$ cat config.mk
export PLATFORM = sky130hd
export DESIGN_NAME = uart_tx_mmio
export DESIGN_NICKNAME = d
export VERILOG_FILES = /design/src/rtl/uart_tx_mmio.sv
export SDC_FILE = /design/constraint.sdc
export NUM_CORES = 1
export LEC_CHECK = 0
export ABC_AREA = 1
export BUFFER_PORTS_ARGS = -buffer_cell sky130_fd_sc_hd__buf_2
export CORE_AREA = 2 2 128 130
export CTS_BUF_LIST = sky130_fd_sc_hd__clkbuf_4 sky130_fd_sc_hd__clkbuf_8
export CTS_CLUSTER_DIAMETER = 100
export DETAILED_ROUTE_END_ITERATION = 8
export DIE_AREA = 0 0 130 132
export GPL_TIMING_DRIVEN = 0
export PLACE_DENSITY = 0.73
export SYNTH_ARGS = -nofsm -noshare
export SYNTH_HDL_FRONTEND = slang
export SYNTH_SLANG_ARGS = --single-unit
$ cat constraint.sdc
create_clock -name clk -period 2.6 [get_ports clk]
set_input_delay 0.39 -clock clk [delete_from_list [all_inputs] [get_ports clk]]
set_output_delay 0.39 -clock clk [all_outputs]
set_load 0.02 [all_outputs]
$ cat src/rtl/uart_tx_mmio.sv
// uart_tx_mmio
//   Memory-mapped 8N1 UART transmitter that sits on the CPU store path.
//   Stores to TX_ADDR push wr_data[7:0] into a TX FIFO. The FIFO is drained
//   by a serialiser that emits start bit, 8 data bits (LSB first) and a stop
//   bit, each DIVISOR clock cycles long. Back-to-back bytes share no idle gap.
//   Status register at STATUS_ADDR (combinational read, write-1-to-bit3 to
//   clear overflow):
//     bit0 = FIFO full, bit1 = FIFO empty, bit2 = frame in flight, bit3 = overflow
//
// Ports
//   clk      system clock, rising edge
//   rst      asynchronous active-low reset
//   wr_en    CPU store valid
//   wr_addr  store byte address
//   wr_data  store data ([7:0] = TX byte, [3] = overflow clear on status)
//   rd_addr  load byte address
//   rd_data  status readback (0 for any other address)
//   uart_tx  serial output, idle high, registered
//   tx_busy  FIFO non-empty or frame in flight
module uart_tx_mmio #(
  parameter int unsigned DIVISOR     = 868,
  parameter int unsigned FIFO_DEPTH  = 16,
  parameter logic [31:0] TX_ADDR     = 32'hF000_0000,
  parameter logic [31:0] STATUS_ADDR = 32'hF000_0004
) (
  input  logic        clk,
  input  logic        rst,
  input  logic        wr_en,
  input  logic [31:0] wr_addr,
  input  logic [31:0] wr_data,
  input  logic [31:0] rd_addr,
  output logic [31:0] rd_data,
  output logic        uart_tx,
  output logic        tx_busy
);

  localparam int AW = $clog2(FIFO_DEPTH);
  localparam int PW = AW + 1;
  localparam int CW = (DIVISOR > 2) ? $clog2(DIVISOR) : 1;
  localparam logic [CW-1:0] COUNT_RELOAD = CW'(DIVISOR - 1);

  typedef enum logic [1:0] {
    IDLE  = 2'd0,
    START = 2'd1,
    DATA  = 2'd2,
    STOP  = 2'd3
  } state_t;

  // ---------------------------------------------------------------- FIFO
  logic [7:0]    fifo_mem [FIFO_DEPTH];
  logic [PW-1:0] wr_ptr_reg;
  logic [PW-1:0] rd_ptr_reg;
  logic          fifo_empty;
  logic          fifo_full;
  logic [7:0]    head_byte;

  assign fifo_empty = (wr_ptr_reg == rd_ptr_reg);
  assign fifo_full  = (wr_ptr_reg[PW-1] != rd_ptr_reg[PW-1]) &&
                      (wr_ptr_reg[AW-1:0] == rd_ptr_reg[AW-1:0]);
  assign head_byte  = fifo_mem[rd_ptr_reg[AW-1:0]];

  // ---------------------------------------------------------------- decode
  logic tx_sel;
  logic status_sel;
  logic pop;
  logic push;
  logic drop;
  logic ovf_clr;
  logic overflow_reg;

  assign tx_sel     = wr_en && (wr_addr == TX_ADDR);
  assign status_sel = wr_en && (wr_addr == STATUS_ADDR);
  // A full FIFO still accepts a byte when the serialiser pops in the same
  // cycle: the popped slot is the one being overwritten, and the pop has
  // already captured the old value into the shift register at this edge.
  assign push       = tx_sel && (!fifo_full || pop);
  assign drop       = tx_sel && fifo_full && !pop;
  assign ovf_clr    = status_sel && wr_data[3];

  // Only the TX byte and the clear bit of the store data are meaningful.
  logic unused_wr_data;
  assign unused_wr_data = ^{wr_data[31:8]};

  always_ff @(posedge clk) begin
    if (push) begin
      fifo_mem[wr_ptr_reg[AW-1:0]] <= wr_data[7:0];
    end
  end

  always_ff @(posedge clk or negedge rst) begin
    if (!rst) begin
      wr_ptr_reg   <= '0;
      rd_ptr_reg   <= '0;
      overflow_reg <= 1'b0;
    end else begin
      if (push) wr_ptr_reg <= wr_ptr_reg + PW'(1);
      if (pop)  rd_ptr_reg <= rd_ptr_reg + PW'(1);
      // A fresh overflow beats a clear issued in the same cycle.
      if (drop)         overflow_reg <= 1'b1;
      else if (ovf_clr) overflow_reg <= 1'b0;
    end
  end

  // ---------------------------------------------------------------- serialiser
  state_t        state_reg,   state_next;
  logic [CW-1:0] count_reg,   count_next;
  logic [2:0]    bit_idx_reg, bit_idx_next;
  logic [7:0]    shift_reg,   shift_next;
  logic          tx_reg,      tx_next;
  logic          bit_end;

  assign bit_end = (count_reg == '0);

  always_ff @(posedge clk or negedge rst) begin
    if (!rst) begin
      state_reg   <= IDLE;
      count_reg   <= '0;
      bit_idx_reg <= '0;
      shift_reg   <= '0;
      tx_reg      <= 1'b1;
    end else begin
      state_reg   <= state_next;
      count_reg   <= count_next;
      bit_idx_reg <= bit_idx_next;
      shift_reg   <= shift_next;
      tx_reg      <= tx_next;
    end
  end

  // tx_next is the line level for the cycle after the edge, so uart_tx comes
  // straight from a flop and each level change lines up with a state change.
  always_comb begin
    state_next   = state_reg;
    count_next   = count_reg;
    bit_idx_next = bit_idx_reg;
    shift_next   = shift_reg;
    tx_next      = tx_reg;
    pop          = 1'b0;

    if (state_reg != IDLE) begin
      count_next = bit_end ? COUNT_RELOAD : count_reg - 1'b1;
    end

    unique case (state_reg)
      IDLE: begin
        tx_next = 1'b1;
        if (!fifo_empty) begin
          pop        = 1'b1;
          shift_next = head_byte;
          count_next = COUNT_RELOAD;
          state_next = START;
          tx_next    = 1'b0;
        end
      end
      START: begin
        if (bit_end) begin
          state_next   = DATA;
          bit_idx_next = 3'd0;
          tx_next      = shift_reg[0];
        end
      end
      DATA: begin
        if (bit_end) begin
          if (bit_idx_reg == 3'd7) begin
            state_next = STOP;
            tx_next    = 1'b1;
          end else begin
            bit_idx_next = bit_idx_reg + 3'd1;
            shift_next   = {1'b0, shift_reg[7:1]};
            tx_next      = shift_reg[1];
          end
        end
      end
      STOP: begin
        if (bit_end) begin
          if (!fifo_empty) begin
            // Chain straight into the next start bit, no idle bit between.
            pop        = 1'b1;
            shift_next = head_byte;
            state_next = START;
            tx_next    = 1'b0;
          end else begin
            state_next = IDLE;
            tx_next    = 1'b1;
          end
        end
      end
      default: begin
        state_next = IDLE;
        tx_next    = 1'b1;
      end
    endcase
  end

  // ---------------------------------------------------------------- outputs
  logic tx_active;
  assign tx_active = (state_reg != IDLE);
  assign uart_tx   = tx_reg;
  assign tx_busy   = !fifo_empty || tx_active;

  always_comb begin
    rd_data = '0;
    if (rd_addr == STATUS_ADDR) begin
      rd_data = {28'b0, overflow_reg, tx_active, fifo_empty, fifo_full};
    end
  end

endmodule
==> summary.txt, run 1 <==
DP Cell Count: 1068
CP endpoint kind: flop
post-detailed-route count of antenna-violating nets: 0
period utilization: 0.994
largest net degree at the start of global routing: 36
root buffer cell: clkbuf_8
Rel. slew slack: 0.460
maximum VDD drop: 0.449 mV
IO Pins: 133
1st-pass router iterations: 6
non-filler cells, final: 1102
Post-Synthesis Cells: 745
Fin Setup TNS: 0 ns
DP HPWL: 12000 um
R2R depth: 13
diode count: 0
Yosys warnings: 0
Netlist cell types: 37
kind of cell adding the most delay to the critical path: simple AND/OR/NAND/NOR gates
Clock Path Buffers: 2
slowest CP cell: nor2_2
row cnt: 46
commonest non-fill, non-tap cell in the layout: edfxtp_1
most frequent cells in the layout: edfxtp_1, nand2_1, nor2_1
max FFs per register: 128
Area Overhead vs Synth: 16.9%
Critical R2R Launch: rd_ptr_reg[0]
clock tree sinks: 163
Slew @ Worst Pin: 0.809 ns
Final Total Pwr: 4940 uW
RePlAce Congestion: 0.843
Hold WS: 0.0171 ns
power per cell area: 549 nW/um^2
number of synthesized flops with an enable pin: 128
Setup WS post-layout: 0.0150 ns
Buf+Inv Stages, Crit Path: 3
Worst setup SP type: flop
Vias/cell: 5.15
status: finished clean
R2R Path End: fifo_mem[0][5]
clock transition at the registers of the reported paths: 0.09 ns
initial DRC count: 441
initial antenna violation count: 0
Yosys top cell area share: 0.500
Final nets: 987
final wirelength: 17600 um
worst endpoint required time: 2.70 ns
Post-synth top flop: edfxtp_1
latest clock arrival within the worst-skew pair: 0.46 ns
DRC: 0
critical path's largest stage delay: 0.48 ns
Die X: 130 um
Crit. Startpoint: rd_ptr_reg[0]
synthesized flop and latch total: 163
Worst path depth: 13
Synth area leaders: edfxtp_1, dfrtp_1, nand2_1
total gr overflow: 0
PortBufs: 80
Max-cap violations: 0
R2R setup slack: 0.01 ns
sequential area share after synthesis: 0.614
Total GRT Usage: 0.211
Max Fclk: 387 MHz
TritonCTS Buffers: 17
Setup Crit Path Kind: flop to flop
mapped cell area: 7690 um^2
post-synth top area cell: edfxtp_1
setup violators final: 0
Vias: 5679
H-tree depth: 4
clk_skew: 0.00950 ns
crit path DAT: 2.68 ns
core area: 15700 um^2
final max-slew violation count: 0
Final min period: 2.59 ns
RSZ-0062 raised after global routing: true
die footprint: 17200 um^2
Starting Density: 0.490
Avg Synthesized Cell Area: 10.3 um^2
number of global-route vias before repair: 5305
Setup crit end: fifo_mem[0][5]
share of cells above drive strength 1: 0.230
die height: 132 um
CTS Hold Buffers Added: 0
Leakage: 0.00367 uW
global-route wire length before repair: 27400 um
Critical Path, Cell by Cell: buf_4 > inv_4 > nand2_1 > nand2_1 > nor2_4 > nand3_4 > nand3_2 > nand2_2 > nand2_4 > nand2_2 > buf_6 > nand3_2 > nor2_2
WL per Instance: 16.0 um
CTS tree: built
pre-CTS setup slack: -0.175 ns
share of synthesized registers carrying an async set or reset: 0.215
critical path peak fanout: 10
Hold Path Class: input port to asynchronous set/reset pin
final hold vios: 0
==> report_power, final <==
part / switching, uW / leakage (uW) / internal, uW / total [uW]
combinational: 168 / 0.00184 / 117 / 286
clock: 970 / 0.000189 / 783 / 1750
sequential: 32.4 / 0.00164 / 2870 / 2900
==> routing by layer <==
metal / wire length, um / track usage / vias to the layer above
li1: - / - / 2768
met1: 7270 / 0.280 / 2601
met2: 8440 / 0.341 / 277
met3: 1490 / 0.0442 / 31
met4: 365 / 0.0771 / 2
met5: 19 / 0 / -
==> stage by stage <==
stage / area [um^2] / utilization
6_report: 8990 / 0.572
3_3_place_gp: 8460 / 0.539
3_5_place_dp: 8460 / 0.539
5_1_grt: 8990 / 0.572
4_1_cts: 8870 / 0.564
2_1_floorplan: 7790 / -
==> kinds of logic (layout without fill, tap and decap cells) <==
kind of cell | after synthesis | in the layout | share of synthesized area
and+or+nand+nor | 341 | 341 | 0.198
other | 1 | 28 | 0.000487
buffers and inverters | 95 | 209 | 0.0647
adders and majority gates | 14 | 14 | 0.0228
AOI/OAI and AO/OA | 118 | 118 | 0.0859
DFF | 163 | 163 | 0.614
xor gates and xnor gates | 13 | 13 | 0.0148
==> cell usage after synthesis (4+ instances only) <==
| library cell | count |
|---|---|
| or2_2 | 7 |
| dfrtp_1 | 34 |
| buf_4 | 31 |
| xnor2_1 | 4 |
| inv_1 | 34 |
| xor2_1 | 9 |
| nor2_1 | 125 |
| nor4_1 | 8 |
| nor3_1 | 6 |
| nand2_2 | 7 |
| nand2_1 | 125 |
| ha_1 | 14 |
| clkbuf_1 | 19 |
| edfxtp_1 | 128 |
| nand3_1 | 40 |
| nor2_2 | 4 |
| o21ai_0 | 80 |
| buf_2 | 4 |
| o211ai_1 | 18 |
| o22ai_1 | 15 |
| nand3_2 | 5 |
==> worst min path at each step <==
stage / end / slack, ns / start / depth (start not counted)
finish: shift_reg[0] / 0.02 / rst / 1
global route: bit_idx_reg[2] / 0.08 / rst / 1
CTS: bit_idx_reg[2] / 0.04 / rst / 1
detailed placement: shift_reg[6] / 0.47 / shift_reg[6] / 2
global placement: shift_reg[5] / 0.46 / shift_reg[5] / 2
floorplan: bit_idx_reg[0] / 0.09 / rst / 0
==> what timing repair did <==
| item | 4_1_cts | 5_1_grt |
|---|---|---|
| resized for setup | 13 | 17 |
| setup endpoints to repair | 120 | 129 |
| pin swaps | 0 | 1 |
| cloned | 0 | 0 |
| hold endpoints to repair | 0 | 0 |
| setup buffers | 0 | 3 |
==> area by class of cell <==
cell class / instances / area, um^2
multi-input combinational: 514 / 2680
timing repair buffer: 83 / 460
clock buffer: 18 / 241
fill: 1333 / 6720
sequential: 163 / 4720
clock inverter: 13 / 126
inverter: 39 / 151
buffer: 56 / 347
tap: 216 / 270
Note: power is estimated with default switching activity, not from simulation.
==> inputs of run 2 (changes only) <==
==> config.mk (replaced) <==
export PLATFORM = sky130hd
export DESIGN_NAME = uart_tx_mmio
export DESIGN_NICKNAME = d
export VERILOG_FILES = /design/src/rtl/uart_tx_mmio.sv
export SDC_FILE = /design/constraint.sdc
export NUM_CORES = 1
export LEC_CHECK = 0
export BUFFER_PORTS_ARGS = -buffer_cell sky130_fd_sc_hd__buf_2
export CORE_AREA = 2 2 125 127
export CTS_BUF_LIST = sky130_fd_sc_hd__clkbuf_4 sky130_fd_sc_hd__clkbuf_8
export CTS_CLUSTER_DIAMETER = 100
export DETAILED_ROUTE_END_ITERATION = 8
export DIE_AREA = 0 0 127 129
export GPL_TIMING_DRIVEN = 0
export PLACE_DENSITY = 0.74
export SYNTH_ARGS = -nofsm -noshare
export SYNTH_HDL_FRONTEND = slang
export SYNTH_SLANG_ARGS = --single-unit
==> constraint.sdc (replaced) <==
create_clock -name clk -period 2.9 [get_ports clk]
set_input_delay 0.435 -clock clk [delete_from_list [all_inputs] [get_ports clk]]
set_output_delay 0.435 -clock clk [all_outputs]
set_load 0.02 [all_outputs]
==> run 2 against run 1 <==
Synthesized area shrank 3.4%. Critical path type unchanged. Largest power group unchanged. Critical path depth decreased by 6. Clock-buffer cell count unchanged. Final area fell by 4.7%.
==> summary.txt, run 2 <==
status: finished clean
commonest non-fill, non-tap cell in the layout: edfxtp_1
sw power: 1020 uW (-13%)
R2R Path End: fifo_mem[2][1]
synthesized flop and latch total: 163 (unchanged)
TritonCTS Buffers: 17 (unchanged)
most common cell in the netlist: edfxtp_1
share of synthesized registers carrying an async set or reset: 0.215 (unchanged)
IO Pins: 133 (unchanged)
clock power share: 0.346 (-0.009)
R2R depth: 7 (-6)
Adder-Cell Fraction of Synth Area: 0.0236 (+0.000789)
Compound-Gate Fraction of Synth Area: 0.0523 (-0.0335)
Simple-Gate Fraction of Synth Area: 0.0963 (-0.101)
worst endpoint required time: 3.02 ns (+0.32 ns)
Layout fillers: 1166 (-13%)
Hold Path Class: input port to asynchronous set/reset pin
Sw Share: 0.238 (+0.00120)
Starting Density: 0.496 (+0.00684)
post-synth top area cell: edfxtp_1
Setup Crit Path Kind: flop to flop
final hold vios: 0 (unchanged)
largest net degree at the start of global routing: 36 (unchanged)
DP Cell Count: 775 (-27%)
1st-pass router iterations: 6 (unchanged)
clk_skew: 0.00987 ns (+0.000369 ns)
Yosys top cell area share: 0.517 (+0.0173)
Area Overhead vs Synth: 15.3%
WL per Instance: 19.2 um (+20%)
die footprint: 16400 um^2 (-4.5%)
mux cell area share after synthesis: 0.118 (+0.118)
PortBufs: 80 (unchanged)
R2R setup slack: 0.14 ns (+0.13 ns)
Max-cap violations: 0 (unchanged)
row cnt: 45 (-2.2%)
Sequential Power Share: 0.601 (+0.014)
largest family of logic cells by synthesized area: multiplexers
period utilization: 0.951 (-0.0431)
CP endpoint kind: flop
Fin Setup TNS: 0 ns (unchanged)
Final Total Pwr: 4270 uW (-14%)
max FFs per register: 128 (unchanged)
maximum VDD drop: 0.506 mV (+13%)
Worst setup SP type: flop
Critical R2R Launch: state_reg[0]
final core utilization: 0.572 (about the same)
mapped cell area: 7430 um^2 (-3.4%)
non-filler cells, final: 804 (-27%)
top cells by count, synth: edfxtp_1, dfrtp_1, buf_4
final wirelength: 15400 um (-12%)
DP HPWL: 10800 um (-10%)
clock transition at the registers of the reported paths: 0.09 ns (about the same)
Int Pwr: 3250 uW (-14%)
Rel. slew slack: 0.453 (-0.00722)
Max Fclk: 363 MHz (-6.3%)
sequential area share after synthesis: 0.635 (+0.0213)
final max-slew violation count: 0 (unchanged)
crit path DAT: 2.88 ns (+0.20 ns)
Netlist cell types: 65 (+76%)
Total GRT Usage: 0.198 (-0.0130)
Synth area leaders: edfxtp_1, dfrtp_1, mux4_2
Vias: 4504 (-21%)
Clock Path Buffers: 2 (unchanged)
CTS Hold Buffers Added: 0 (unchanged)
Avg Synthesized Cell Area: 15.6 um^2 (+51%)
number of synthesized flops with an enable pin: 128 (unchanged)
Slew @ Worst Pin: 0.820 ns (+0.0108 ns)
Yosys warnings: 0 (unchanged)
initial antenna violation count: 0 (unchanged)
core area: 15000 um^2 (-4.7%)
RePlAce Congestion: 0.789 (-6.5%)
number of global-route vias before repair: 4605 (-13%)
root buffer cell: clkbuf_8
Leakage: 0.00331 uW (-9.8%)
Final min period: 2.76 ns (+0.173 ns)
Post-synth top flop: edfxtp_1
clock tree sinks: 163 (unchanged)
share of cells above drive strength 1: 0.339 (+0.109)
diode count: 0 (unchanged)
H-tree depth: 4 (unchanged)
critical path peak fanout: 10 (unchanged)
Vias/cell: 5.60 (+8.7%)
power per cell area: 498 nW/um^2 (-9.3%)
Die X: 127 um (-2.3%)
most frequent cells in the layout: edfxtp_1, buf_2, dfrtp_1
DRC: 0 (unchanged)
CTS tree: built
Final nets: 717 (-27%)
Comb pwr share: 0.052 (-0.006)
total gr overflow: 0 (unchanged)
Post-Synthesis Cells: 478 (-36%)
Synth Area in XOR/XNOR: 0.0247 (+0.00994)
latest clock arrival within the worst-skew pair: 0.44 ns (-0.02 ns)
setup violators final: 0 (unchanged)
initial DRC count: 243 (-45%)
post-detailed-route count of antenna-violating nets: 0 (unchanged)
die height: 129 um (-2.3%)
global-route wire length before repair: 24100 um (-12%)
-- run 2: changes by cell type after synthesis, sizes merged, moves of 8 or more --
cell	previous run	this run
mux4	0	25
nor2	131	21
inv	39	14
nand2	135	16
nand3	46	4
mux2	0	12
o21ai	80	7
o211ai	18	1
clkbuf	19	11
and4b	0	9
o22ai	15	6
mux2i	0	18
-- run 2: metrics by stage --
step,area (um^2),hold slack (ns),worst slack [ns]
finish,8570,0.0765,0.142
global route,8570,0.126,-0.0221
CTS,8560,0.0868,0.00589
detailed placement,8200,0.484,-0.0614
global placement,8170,0.480,-0.871
floorplan,7540,0.139,-0.0153
-- run 2: worst max-delay path by stage --
stage / startpoint / to / slack [ns] / cells past startpoint
floorplan: state_reg[0] / fifo_mem[1][0] / -0.02 / 6
global placement: state_reg[0] / fifo_mem[3][2] / -0.87 / 6
global route: state_reg[0] / fifo_mem[8][6] / -0.02 / 6
CTS: state_reg[0] / fifo_mem[5][1] / 0.006 / 7
detailed placement: state_reg[0] / fifo_mem[13][1] / -0.06 / 7
finish: state_reg[0] / fifo_mem[2][1] / 0.14 / 7
-- run 2: worst max-delay path, cell delays in order (launching register included) --
cell and delay, ns:
dfrtp_1 0.42, inv_1 0.15, ha_1 0.25, clkbuf_1 0.23, o311a_4 0.48, nor3_4 0.29
buf_6 0.19, and4bb_2 0.42
-- run 2: cells by family after synthesis --
family          Yosys count
compound gates           51
buf+inv                  65
xor+xnor                 21
fa+ha+maj                14
other cells               1
mux                      55
flops                   163
simple gates            108
-- run 2: what timing repair did --
item | in CTS | in global routing
gates resized for setup | 7 | 10
setup buffers | 0 | 0
hold endpoints to repair | 0 | 0
endpoints found under the setup margin | 52 | 129
pin swaps | 0 | 1
-- run 2: final cells by class --
cell class | count | area (um^2) | area share
buffer | 48 | 304 | 0.0355
clock buffer | 18 | 241 | 0.0282
clock inverter | 13 | 103 | 0.0120
inverter | 15 | 56.3 | 0.00657
multi-input combinational | 277 | 2490 | 0.291
sequential | 163 | 4720 | 0.551
tap | 188 | 235 | 0.0274
timing repair buffer | 82 | 415 | 0.0485
-- run 2: power groups by stage --
stage / combinational, uW / clock [uW] / sequential, uW
floorplan: 113 / 0 / 2620
global route: 245 / 1590 / 2570
CTS: 222 / 1490 / 2560
finish: 223 / 1480 / 2570
global placement: 211 / 0 / 2620
detailed placement: 223 / 0 / 2620
-- run 2: routing by layer --
layer  track usage  up-vias  routed length [um]
li1              -     2061                   -
met1         0.251     2273                6450
met2         0.337      146                7760
met3        0.0462       24                 896
met4        0.0698        0                 291
met5             0        -                   0
==> inputs of run 3 (changes only) <==
==> config.mk (replaced) <==
export PLATFORM = sky130hd
export DESIGN_NAME = uart_tx_mmio
export DESIGN_NICKNAME = d
export VERILOG_FILES = /design/src/rtl/uart_tx_mmio.sv
export SDC_FILE = /design/constraint.sdc
export NUM_CORES = 1
export LEC_CHECK = 0
export ABC_AREA = 1
export BUFFER_PORTS_ARGS = -buffer_cell sky130_fd_sc_hd__buf_2
export CAP_MARGIN = 15
export CORE_AREA = 2 2 128 130
export CTS_BUF_LIST = sky130_fd_sc_hd__clkbuf_4 sky130_fd_sc_hd__clkbuf_8
export CTS_CLUSTER_DIAMETER = 100
export DETAILED_ROUTE_END_ITERATION = 8
export DIE_AREA = 0 0 130 132
export GPL_TIMING_DRIVEN = 0
export PLACE_DENSITY = 0.73
export SYNTH_ARGS = -nofsm -noshare
export SYNTH_HDL_FRONTEND = slang
export SYNTH_SLANG_ARGS = --single-unit
==> run 3 against run 2 <==
Clock-buffer cell count unchanged. Combinational power up 15%. Total power up 3.5%. Sequential cell count unchanged. Non-clock buffer count up 6. Maximum frequency down 0.64%. Critical path depth up 6. Worst setup slack worse by 0.018 ns. Worst hold slack worse by 0.013 ns. Largest cell class unchanged. Die area up 4.7%. Critical endpoint is now fifo_mem[5][6]. First-iteration DRC count up 87%. Final area up 3.3%.
==> summary.txt, run 3 (same netlist as run 1, synthesis figures left out) <==
status: finished clean
max FFs per register: 128 (unchanged)
Vias/cell: 5.17 (-7.8%)
global-route wire length before repair: 27300 um (+13%)
RePlAce Congestion: 0.843 (+6.9%)
number of global-route vias before repair: 5263 (+14%)
final max-slew violation count: 0 (unchanged)
CTS Hold Buffers Added: 0 (unchanged)
Clock Path Buffers: 2 (unchanged)
largest net degree at the start of global routing: 36 (unchanged)
Max Fclk: 360 MHz (-0.64%)
Setup Crit Path Kind: flop to flop
share of cells above drive strength 1: 0.216 (-0.123)
Area Overhead vs Synth: 15.1%
initial antenna violation count: 0 (unchanged)
die height: 132 um (+2.3%)
commonest non-fill, non-tap cell in the layout: edfxtp_1
CP endpoint kind: flop
power per cell area: 499 nW/um^2 (+0.17%)
Die X: 130 um (+2.4%)
critical path peak fanout: 10 (unchanged)
RSZ-0062 raised after global routing: true
Leakage: 0.00364 uW (+10%)
Final min period: 2.78 ns (+0.0179 ns)
clock tree sinks: 163 (unchanged)
Max-cap violations: 0 (unchanged)
setup violators final: 0 (unchanged)
clk_skew: 0.00720 ns (-0.00267 ns)
final hold vios: 0 (unchanged)
TritonCTS Buffers: 17 (unchanged)
Fin Setup TNS: 0 ns (unchanged)
IO Pins: 133 (unchanged)
initial DRC count: 454 (+87%)
die footprint: 17200 um^2 (+4.7%)
Worst setup SP type: flop
DP HPWL: 12000 um (+11%)
Starting Density: 0.490 (-0.00684)
WL per Instance: 15.8 um (-18%)
final core utilization: 0.563 (-0.00879)
worst endpoint required time: 2.98 ns (-0.04 ns)
period utilization: 0.957 (+0.00616)
pre-CTS setup slack: 0.0803 ns (+0.142 ns)
FF/Latch Area: 4720 um^2 (unchanged)
crit path DAT: 2.86 ns (-0.02 ns)
most frequent cells in the layout: edfxtp_1, nand2_1, nor2_1
latest clock arrival within the worst-skew pair: 0.45 ns (about the same)
root buffer cell: clkbuf_8
Slew @ Worst Pin: 0.887 ns (+0.0666 ns)
1st-pass router iterations: 5 (-1)
DRC: 0 (unchanged)
final wirelength: 17300 um (+13%)
total gr overflow: 0 (unchanged)
H-tree depth: 4 (unchanged)
non-filler cells, final: 1099 (+37%)
maximum VDD drop: 0.406 mV (-20%)
post_cts resized: 0 (-7)
Total GRT Usage: 0.210 (+0.0121)
Multi-input gate area: 2590 um^2 (+4.1%)
Hold Path Class: input port to asynchronous set/reset pin
row cnt: 46 (+2.2%)
Rel. slew slack: 0.407 (-0.0466)
diode count: 0 (unchanged)
Layout fillers: 1349 (+16%)
core area: 15700 um^2 (+4.9%)
clock transition at the registers of the reported paths: 0.09 ns (about the same)
Final Total Pwr: 4410 uW (+3.5%)
PortBufs: 80 (unchanged)
DP Cell Count: 1068 (+38%)
post-detailed-route count of antenna-violating nets: 0 (unchanged)
# Post-CTS Setup Buffers: 0 (unchanged)
Setup WS post-layout: 0.124 ns (-0.0179 ns)
Vias: 5679 (+26%)
CTS tree: built
Final nets: 984 (+37%)
run 3: final timing paths:
| check | startpoint | to | slack, ns | cells after the start |
|---|---|---|---|---|
| min in group clk | wr_data[0] | fifo_mem[1][0] | 0.37 | 1 |
| worst max-delay path | rd_ptr_reg[0] | fifo_mem[5][6] | 0.12 | 13 |
| worst min-delay path | rst | state_reg[0] | 0.06 | 1 |
| worst min register to register | uart_tx | uart_tx | 0.48 | 2 |
| worst max register to register | rd_ptr_reg[0] | fifo_mem[5][6] | 0.12 | 13 |
| max in group asynchronous | rst | count_reg[9] | 2.33 | 1 |
run 3: cell type report:
cell class / count / area share
clock inverter: 13 / 0.0143
clock buffer: 18 / 0.0273
timing repair buffer: 80 / 0.0452
inverter: 39 / 0.0171
tap: 216 / 0.0305
sequential: 163 / 0.533
buffer: 56 / 0.0392
multi-input combinational: 514 / 0.293
run 3: critical path, cell delays in order, from the launching register on:
cell     delay, ns
dfrtp_1       0.40
buf_4         0.18
inv_4         0.12
nand2_1       0.06
nand2_1       0.11
nor2_4        0.05
nand3_4       0.14
nand3_2       0.08
nand2_2       0.08
nand2_4       0.08
nand2_2       0.08
buf_6         0.15
nand3_2       0.14
nor2_1        0.71
run 3: through the flow:
step	area (um^2)	hold slack, ns
5_1_grt	8850	0.130
3_3_place_gp	8460	0.456
6_report	8850	0.0637
4_1_cts	8830	0.0834
3_5_place_dp	8460	0.466
2_1_floorplan	7790	0.139
run 3: where the power goes:
part	total, uW	switching (uW)	leakage (uW)	internal, uW
clock	1560	857	0.000189	703
combinational	256	151	0.00182	105
sequential	2600	29.2	0.00164	2570
run 3: layer usage:
metal	global-route usage	wire [um]	part of all wire	vias to the layer above
met5	0	0	0	-
met4	0.0735	369	0.021	0
met3	0.0438	1360	0.078	31
met2	0.341	8320	0.48	278
met1	0.280	7300	0.42	2610
li1	-	-	-	2760
